$ cat src/rtl/fetch_unit.sv
// Instruction fetch unit: one-outstanding ICache request FSM feeding a small in-order fetch buffer.
// Optional macro FETCH_JAL_PREDICT_EN redirects fetch to the target of a JAL as it is buffered.
module fetch_unit #(
  parameter int unsigned       ADDR_W    = 32,
  parameter int unsigned       BUF_DEPTH = 4,
  parameter logic [ADDR_W-1:0] RESET_PC  = '0
) (
  input  logic                         clk_in,
  input  logic                         rst_in,
  input  logic                         rdy_in,
  input  logic                         clear_in,
  input  logic [ADDR_W-1:0]            redirect_pc_in,
  output logic                         icache_req_out,
  output logic [ADDR_W-1:0]            icache_addr_out,
  input  logic                         icache_valid_in,
  input  logic [31:0]                  icache_inst_in,
  input  logic                         iq_full_in,
  output logic                         inst_valid_out,
  output logic [31:0]                  inst_out,
  output logic [ADDR_W-1:0]            pc_out,
  output logic [$clog2(BUF_DEPTH):0]   buf_count_out
);

  localparam int unsigned PTR_W = $clog2(BUF_DEPTH);
  localparam int unsigned CNT_W = PTR_W + 1;

  typedef enum logic [1:0] {
    S_IDLE,
    S_WAIT,
    S_DROP
  } state_e;

  state_e             state_q, state_d;
  logic [ADDR_W-1:0]  fetch_pc_q, fetch_pc_d;
  logic [ADDR_W-1:0]  req_addr_q, req_addr_d;
  logic [PTR_W-1:0]   head_q, head_d;
  logic [PTR_W-1:0]   tail_q, tail_d;
  logic [CNT_W-1:0]   count_q, count_d;
  logic               out_valid_q, out_valid_d;
  logic [31:0]        out_inst_q, out_inst_d;
  logic [ADDR_W-1:0]  out_pc_q, out_pc_d;
  logic               push;
  logic               pop;
  logic [ADDR_W-1:0]  next_pc;

  logic [31:0]        inst_mem [BUF_DEPTH];
  logic [ADDR_W-1:0]  pc_mem   [BUF_DEPTH];

`ifdef FETCH_JAL_PREDICT_EN
  logic [20:0] j_imm;
  assign j_imm   = {icache_inst_in[31], icache_inst_in[19:12], icache_inst_in[20],
                    icache_inst_in[30:21], 1'b0};
  assign next_pc = (icache_inst_in[6:0] == 7'b1101111)
                 ? fetch_pc_q + ADDR_W'($signed(j_imm))
                 : fetch_pc_q + ADDR_W'(4);
`else
  assign next_pc = fetch_pc_q + ADDR_W'(4);
`endif

  always_comb begin
    // NOTE: every signal gets a default first so no path leaves one unassigned (no latches).
    state_d     = state_q;
    fetch_pc_d  = fetch_pc_q;
    req_addr_d  = req_addr_q;
    head_d      = head_q;
    tail_d      = tail_q;
    count_d     = count_q;
    out_valid_d = out_valid_q;
    out_inst_d  = out_inst_q;
    out_pc_d    = out_pc_q;
    push        = 1'b0;
    pop         = 1'b0;

    if (clear_in) begin
      head_d      = '0;
      tail_d      = '0;
      count_d     = '0;
      out_valid_d = 1'b0;
      fetch_pc_d  = redirect_pc_in;
      // A response landing in the same cycle as the clear retires the outstanding request.
      state_d     = (state_q != S_IDLE && !icache_valid_in) ? S_DROP : S_IDLE;
    end else if (rdy_in) begin
      pop         = (count_q != '0) && !iq_full_in;
      out_valid_d = pop;
      if (pop) begin
        out_inst_d = inst_mem[head_q];
        out_pc_d   = pc_mem[head_q];
        head_d     = head_q + PTR_W'(1);
      end
      unique case (state_q)
        S_IDLE: begin
          // No push can happen while idle, so a free slot now is still free at the response.
          if (count_q < CNT_W'(BUF_DEPTH)) begin
            req_addr_d = fetch_pc_q;
            state_d    = S_WAIT;
          end
        end
        S_WAIT: begin
          if (icache_valid_in) begin
            push       = 1'b1;
            tail_d     = tail_q + PTR_W'(1);
            fetch_pc_d = next_pc;
            state_d    = S_IDLE;
          end
        end
        S_DROP: begin
          if (icache_valid_in) state_d = S_IDLE;
        end
        default: state_d = S_IDLE;
      endcase
      count_d = count_q + CNT_W'(push) - CNT_W'(pop);
    end
  end

  always_ff @(posedge clk_in) begin
    if (!rst_in) begin
      // NOTE: sequential state uses non-blocking assignments so all registers update together.
      state_q     <= S_IDLE;
      fetch_pc_q  <= RESET_PC;
      req_addr_q  <= '0;
      head_q      <= '0;
      tail_q      <= '0;
      count_q     <= '0;
      out_valid_q <= 1'b0;
      out_inst_q  <= '0;
      out_pc_q    <= '0;
    end else begin
      state_q     <= state_d;
      fetch_pc_q  <= fetch_pc_d;
      req_addr_q  <= req_addr_d;
      head_q      <= head_d;
      tail_q      <= tail_d;
      count_q     <= count_d;
      out_valid_q <= out_valid_d;
      out_inst_q  <= out_inst_d;
      out_pc_q    <= out_pc_d;
    end
  end

  // NOTE: buffer storage is not reset; an entry is only read after being written.
  always_ff @(posedge clk_in) begin
    if (push) begin
      inst_mem[tail_q] <= icache_inst_in;
      pc_mem[tail_q]   <= fetch_pc_q;
    end
  end

  assign icache_req_out  = (state_q == S_WAIT);
  assign icache_addr_out = req_addr_q;
  assign inst_valid_out  = out_valid_q;
  assign inst_out        = out_inst_q;
  assign pc_out          = out_pc_q;
  assign buf_count_out   = count_q;

endmodule
$ cat config.mk
export PLATFORM = sky130hd
export DESIGN_NAME = fetch_unit
export DESIGN_NICKNAME = d
export VERILOG_FILES = /design/src/rtl/fetch_unit.sv
export SDC_FILE = /design/constraint.sdc
export NUM_CORES = 1
export LEC_CHECK = 0
export CAP_MARGIN = 20
export CORE_MARGIN = 10
export CORE_UTILIZATION = 40
export CTS_BUF_LIST = sky130_fd_sc_hd__clkbuf_8
export DETAILED_ROUTE_END_ITERATION = 10
export GPL_TIMING_DRIVEN = 0
export SLEW_MARGIN = 20
export SYNTH_ARGS = -nofsm -noshare
export SYNTH_HDL_FRONTEND = slang
export SYNTH_SLANG_ARGS = --single-unit
$ cat constraint.sdc
create_clock -name clk_in -period 3.6 [get_ports clk_in]
set_input_delay 0.36 -clock clk_in [delete_from_list [all_inputs] [get_ports clk_in]]
set_output_delay 0.36 -clock clk_in [all_outputs]
set_load 0.01 [all_outputs]
# Yosys cells after proc, flatten, opt, wreduce, memory -nomap -nowiden
# Memory sizes are Yosys's and may differ from the RTL's. A register that Yosys moved wholly into a read port is not among the register bits.
# Index checks and enable logic that the tools add are counted.
# totals
memories	2
in_bits	70
mem_bits_rw	256
reg_bits	74
latch_bits	0
rom_bits	0
# mem_list
memory	depth	word_bits	rd	rd_ports_with_merged_regs	wr	line_no	source
inst_mem	4	32	1	1	1	46	logic [31:0] inst_mem [BUF_DEPTH];
pc_mem	4	32	1	1	1	47	logic [ADDR_W-1:0] pc_mem [BUF_DEPTH];
# op_classes
addsub	5
muxes	18
magnitude_cmp	1
n_eq_ne	4
multipliers	0
n_shift	0
n_reduce_logical	20
div_mod_pow	0
bitwise	2
# op_table
op	n
32-bit 2-to-1 mux	4
32-bit by 3-bit adder with 32-bit output (second input constant)	1
3-bit AND reduction	4
2-bit 2-to-1 mux	5
1-bit 2-to-1 mux	8
2-bit nonzero test	4
2-bit by 1-bit adder with 2-bit output (second input constant)	2
1-bit logical NOT	4
2-bit case mux with 2 select lines	1
4-bit AND reduction	1
2-bit OR reduction	2
3-bit by 1-bit adder with 3-bit output	1
3-bit < comparator (second input constant)	1
3-bit by 1-bit != test with 1-bit output (second input constant)	1
3-bit != test (second input constant)	1
3-bit nonzero test	1
3-bit by 1-bit subtractor with 3-bit output	1
2-bit by 1-bit == test with 1-bit output (second input constant)	1
2-bit == test (second input constant)	1
1-bit logical AND	2
2-bit logical NOT	1
1-bit NOT	2
2-bit AND reduction	1

# Depth between registers and ports, before layout
# logic_depth
word_depth	8
ltp_mapped	11
depth_no_buf	11

# Worst setup path before layout
# No wires, ideal clock.
# synth_timing
path_type	register to register
start	reg state_q[1]
end	mem inst_mem[0][0] (enable)
path_slack_ps	426
stages_incl_launch_ff	6
arrival_time_ps	2745
path_cell_list	dfxtp_1 > inv_1 > ha_1 > and3_1 > buf_1 > and3_1
# synth_via
elab_chain_cells	8
# synth_rtl
element	line_no	source
start, declared	33	state_e state_q, state_d;
start signal, assigned	128	state_q <= state_d;
2-bit by 1-bit == test with 1-bit output	n/a	
named net icache_req_out	13	output logic icache_req_out,
1-bit 2-to-1 mux	90	unique case (state_q)
1-bit 2-to-1 mux	82	end else if (rdy_in) begin
1-bit 2-to-1 mux	74	if (clear_in) begin
1-bit 2-to-1 mux	82	
1-bit 2-to-1 mux	74	
1-bit 2-to-1 mux	142	if (push) begin
1-bit 2-to-1 mux (implied by the code)	143	inst_mem[tail_q] <= icache_inst_in;
end, declared	46	
# The timed path passes the listed nets, and every way through them passes these cells. The select of a mux whose other input is x is not followed.

# Worst setup path in the final report
# layout_timing
start	reg state_q[1]
end	mem inst_mem[0][6] (enable)
# layout_via
elab_chain_cells	8
# layout_rtl
element	line_no
2-bit by 1-bit == test with 1-bit output	90
1-bit 2-to-1 mux	90
1-bit 2-to-1 mux	82
1-bit 2-to-1 mux	74
1-bit 2-to-1 mux	82
1-bit 2-to-1 mux	74
1-bit 2-to-1 mux	142
1-bit 2-to-1 mux (implied by the code)	143
# Every way passes these cells. The select of a mux whose other input is x is not followed.

==> summary.txt <==
Critical Path Fanout Max: 37
Core area: 0.0368 mm2
Synth Cell Area: 0.0150 mm2
First-pass GRT wire length: 56.5 mm
Die X: 213 um
Setup_tns: 0 ns
Port bufs: 168
WP data required: 3.88 ns
GRT Residual Overflow: 0
Relative slew slack: 31.4%
Hold Path End: icache_addr_out[22]
Routed Antenna Nets: 0
Vias: 9,119
Area Growth Syn to Fin: 25.0%
TritonCTS clock tree: yes
Peak supply drop: 0.224 mV
Worst-Margin Slew: 1.03 ns
Most frequent cells in the layout: 256 x edfxtp_1, 219 x nand2_1, 168 x clkdlybuf4s50_1
Fmax: 0.372 GHz
Placed insts: 1,665
LEAKAGE: 0.00603 uW
Worst-path clk slew: 0.06 ns
Status: finished, final reports clean
R2R Setup Slk: 0.91 ns
Worst reg-to-reg path cell count: 6
Hold-critical path depth: 2
Core Util, Final: 50.9%
RSZ-0062 raised after global routing: no
Crit. End Element: register
Maximum number of pins on one net before global-route repair: 40
PwrDens: 489 mW/mm2
Seq/Total Area, Yosys: 69.8%
Die area: 0.0455 mm2
Max cap viols: 0
Post-layout min period: 2.69 ns
DRC: 0
GPL Wtd Cong: 0.823
Hold violation count in the final report: 0
Yosys Warn Count: 0
Initial antenna violation count: 2
Max-slew violation count: 0
Post-route clock period utilization: 74.7%
H-tree depth: 3
# hold bufs at CTS: 0
Hold Crit Start: rst_in
Synthesized flop and latch total: 394
DR vias/cell: 5.08
Setup CP Type: register to register
Crit path DAT: 2.97 ns
Number of global-route vias before repair: 9,543
Global Route Usage Sum: 16.4%
Clock Tree Buf Depth: 3
# resized after CTS: 0
Crit Reg-Reg Endpoint: inst_mem[0][6]
Clk_skew: 0.0254 ns
Post-Synthesis Cells: 1,025
Hold Crit Class: input pin to register
CTS buffer count: 69
Wire per inst: 20.4 um
R2R Path Start: state_q[1]
# nets final: 1,348
Clock root cell: clkbuf_8
Worst setup path startpoint: state_q[1]
Row cnt: 70
Final Non-Filler Cells: 1,794
Initial Util: 40.7%
# fillers: 3,188
Dpl hpwl: 24.2 mm
Final WL: 36.7 mm
Worst setup SP type: register
Synth Net Count: 1,105
Boundary pin count: 171
Most common cell after layout, fill and taps aside: edfxtp_1
Die Span Y: 213 um
Clk_lat worst skew: 0.60 ns
Average cell area after synthesis: 14.6 um2
Layout cells sized above 1: 13.5%
Clock sink count: 394
Initial DRC count: 619
Setup Buffers After CTS: 0
WHS: 0.189 ns
Count of final setup violators: 0
DR pass1 iterations: 5
Total power: 9150 uW
Post-synth cell types: 37
==> cell usage after synthesis (all sizes together) <==
| cell type | instances | share of area [%] |
|---|---|---|
| a21boi | 96 | 4.8 |
| a21oi | 25 | 0.84 |
| a31oi | 1 | 0.042 |
| and2 | 6 | 0.25 |
| and3 | 8 | 0.33 |
| and4 | 4 | 0.26 |
| buf | 10 | 0.31 |
| clkbuf | 48 | 1.2 |
| dfxtp | 138 | 18 |
| edfxtp | 256 | 51 |
| fa | 1 | 0.13 |
| ha | 9 | 0.75 |
| inv | 11 | 0.28 |
| mux2i | 5 | 0.33 |
| mux4 | 64 | 9.6 |
| nand2 | 219 | 5.5 |
| nand2b | 3 | 0.13 |
| nand3 | 10 | 0.33 |
| nand4 | 10 | 0.56 |
| nand4b | 1 | 0.059 |
| nor2 | 11 | 0.28 |
| nor2b | 5 | 0.21 |
| nor3 | 7 | 0.23 |
| nor4 | 8 | 0.33 |
| nor4bb | 1 | 0.067 |
| o211a | 3 | 0.20 |
| o21ai | 28 | 0.94 |
| or3 | 4 | 0.20 |
| xnor2 | 22 | 1.3 |
| xor2 | 11 | 0.64 |
==> sequential cells by signal, indices dropped and copies added, names as in the netlist <==
name and cells:
inst_mem 128, pc_mem 128, buf_count_out 3, head_q 2, pc_out 32, inst_out 32
fetch_pc_q 32, icache_addr_out 32, inst_valid_out 1, state_q 2, tail_q 2
==> metrics by stage <==
step / cell area [um2] / setup slack [ns]
after global placement: 17200 / -1.59
after detailed placement: 17400 / 0.420
after global routing: 18700 / 0.693
after floorplan: 15000 / 0.426
final: 18700 / 0.911
after CTS: 18700 / 0.893
==> cells by family after synthesis <==
kind of cell	count (synthesis)	share of synthesized area, %
AOI/OAI and AO/OA	153	6.83
xor gates and xnor gates	33	1.93
adders and majority gates	10	0.886
buffers and inverters	69	1.80
DFF	394	69.8
muxes	69	9.97
and+or+nand+nor	297	8.74
==> critical path, stage by stage, from the launching register on <==
cell     delay [ns]
dfxtp_1        0.31
inv_1          0.07
ha_1           0.25
and3_1         0.30
buf_1          0.44
and3_4         0.69
buf_12         0.30
==> metal layers <==
layer | up-vias | share of wire [%] | track usage (%)
met5 | - | 0 | 0
met4 | 0 | 2.2 | 6.33
met3 | 64 | 5.4 | 4.19
met2 | 220 | 47 | 25.8
met1 | 4555 | 46 | 21.6
li1 | 4280 | - | -
==> report_power, final <==
group	internal, uW	leakage [uW]	switching [uW]
combinational	151	0.00181	150
sequential	4860	0.00345	70.0
clock	2140	0.000777	1780
total	7150	0.00603	2000
==> worst max-delay path by stage <==
stage	to	slack, ns	depth (start not counted)
after CTS	pc_mem[0][24]	0.89	6
after global placement	inst_mem[3][15]	-1.59	5
after global routing	pc_mem[0][28]	0.69	6
final	inst_mem[0][6]	0.91	6
after floorplan	inst_mem[0][0]	0.43	5
after detailed placement	inst_mem[0][7]	0.42	6
==> cell type report <==
type | instances | area [um2] | share of cell area, %
Inverter | 11 | 41.3 | 0.221
Sequential cell | 394 | 10500 | 55.9
Clock inverter | 46 | 224 | 1.20
Multi-Input combinational cell | 562 | 4270 | 22.8
Tap cell | 468 | 586 | 3.13
Buffer | 58 | 228 | 1.22
Clock buffer | 82 | 1130 | 6.03
Timing Repair Buffer | 172 | 1780 | 9.54
Antenna cell | 1 | 2.50 | 0.0134
Power figures use the tool's default switching activity.
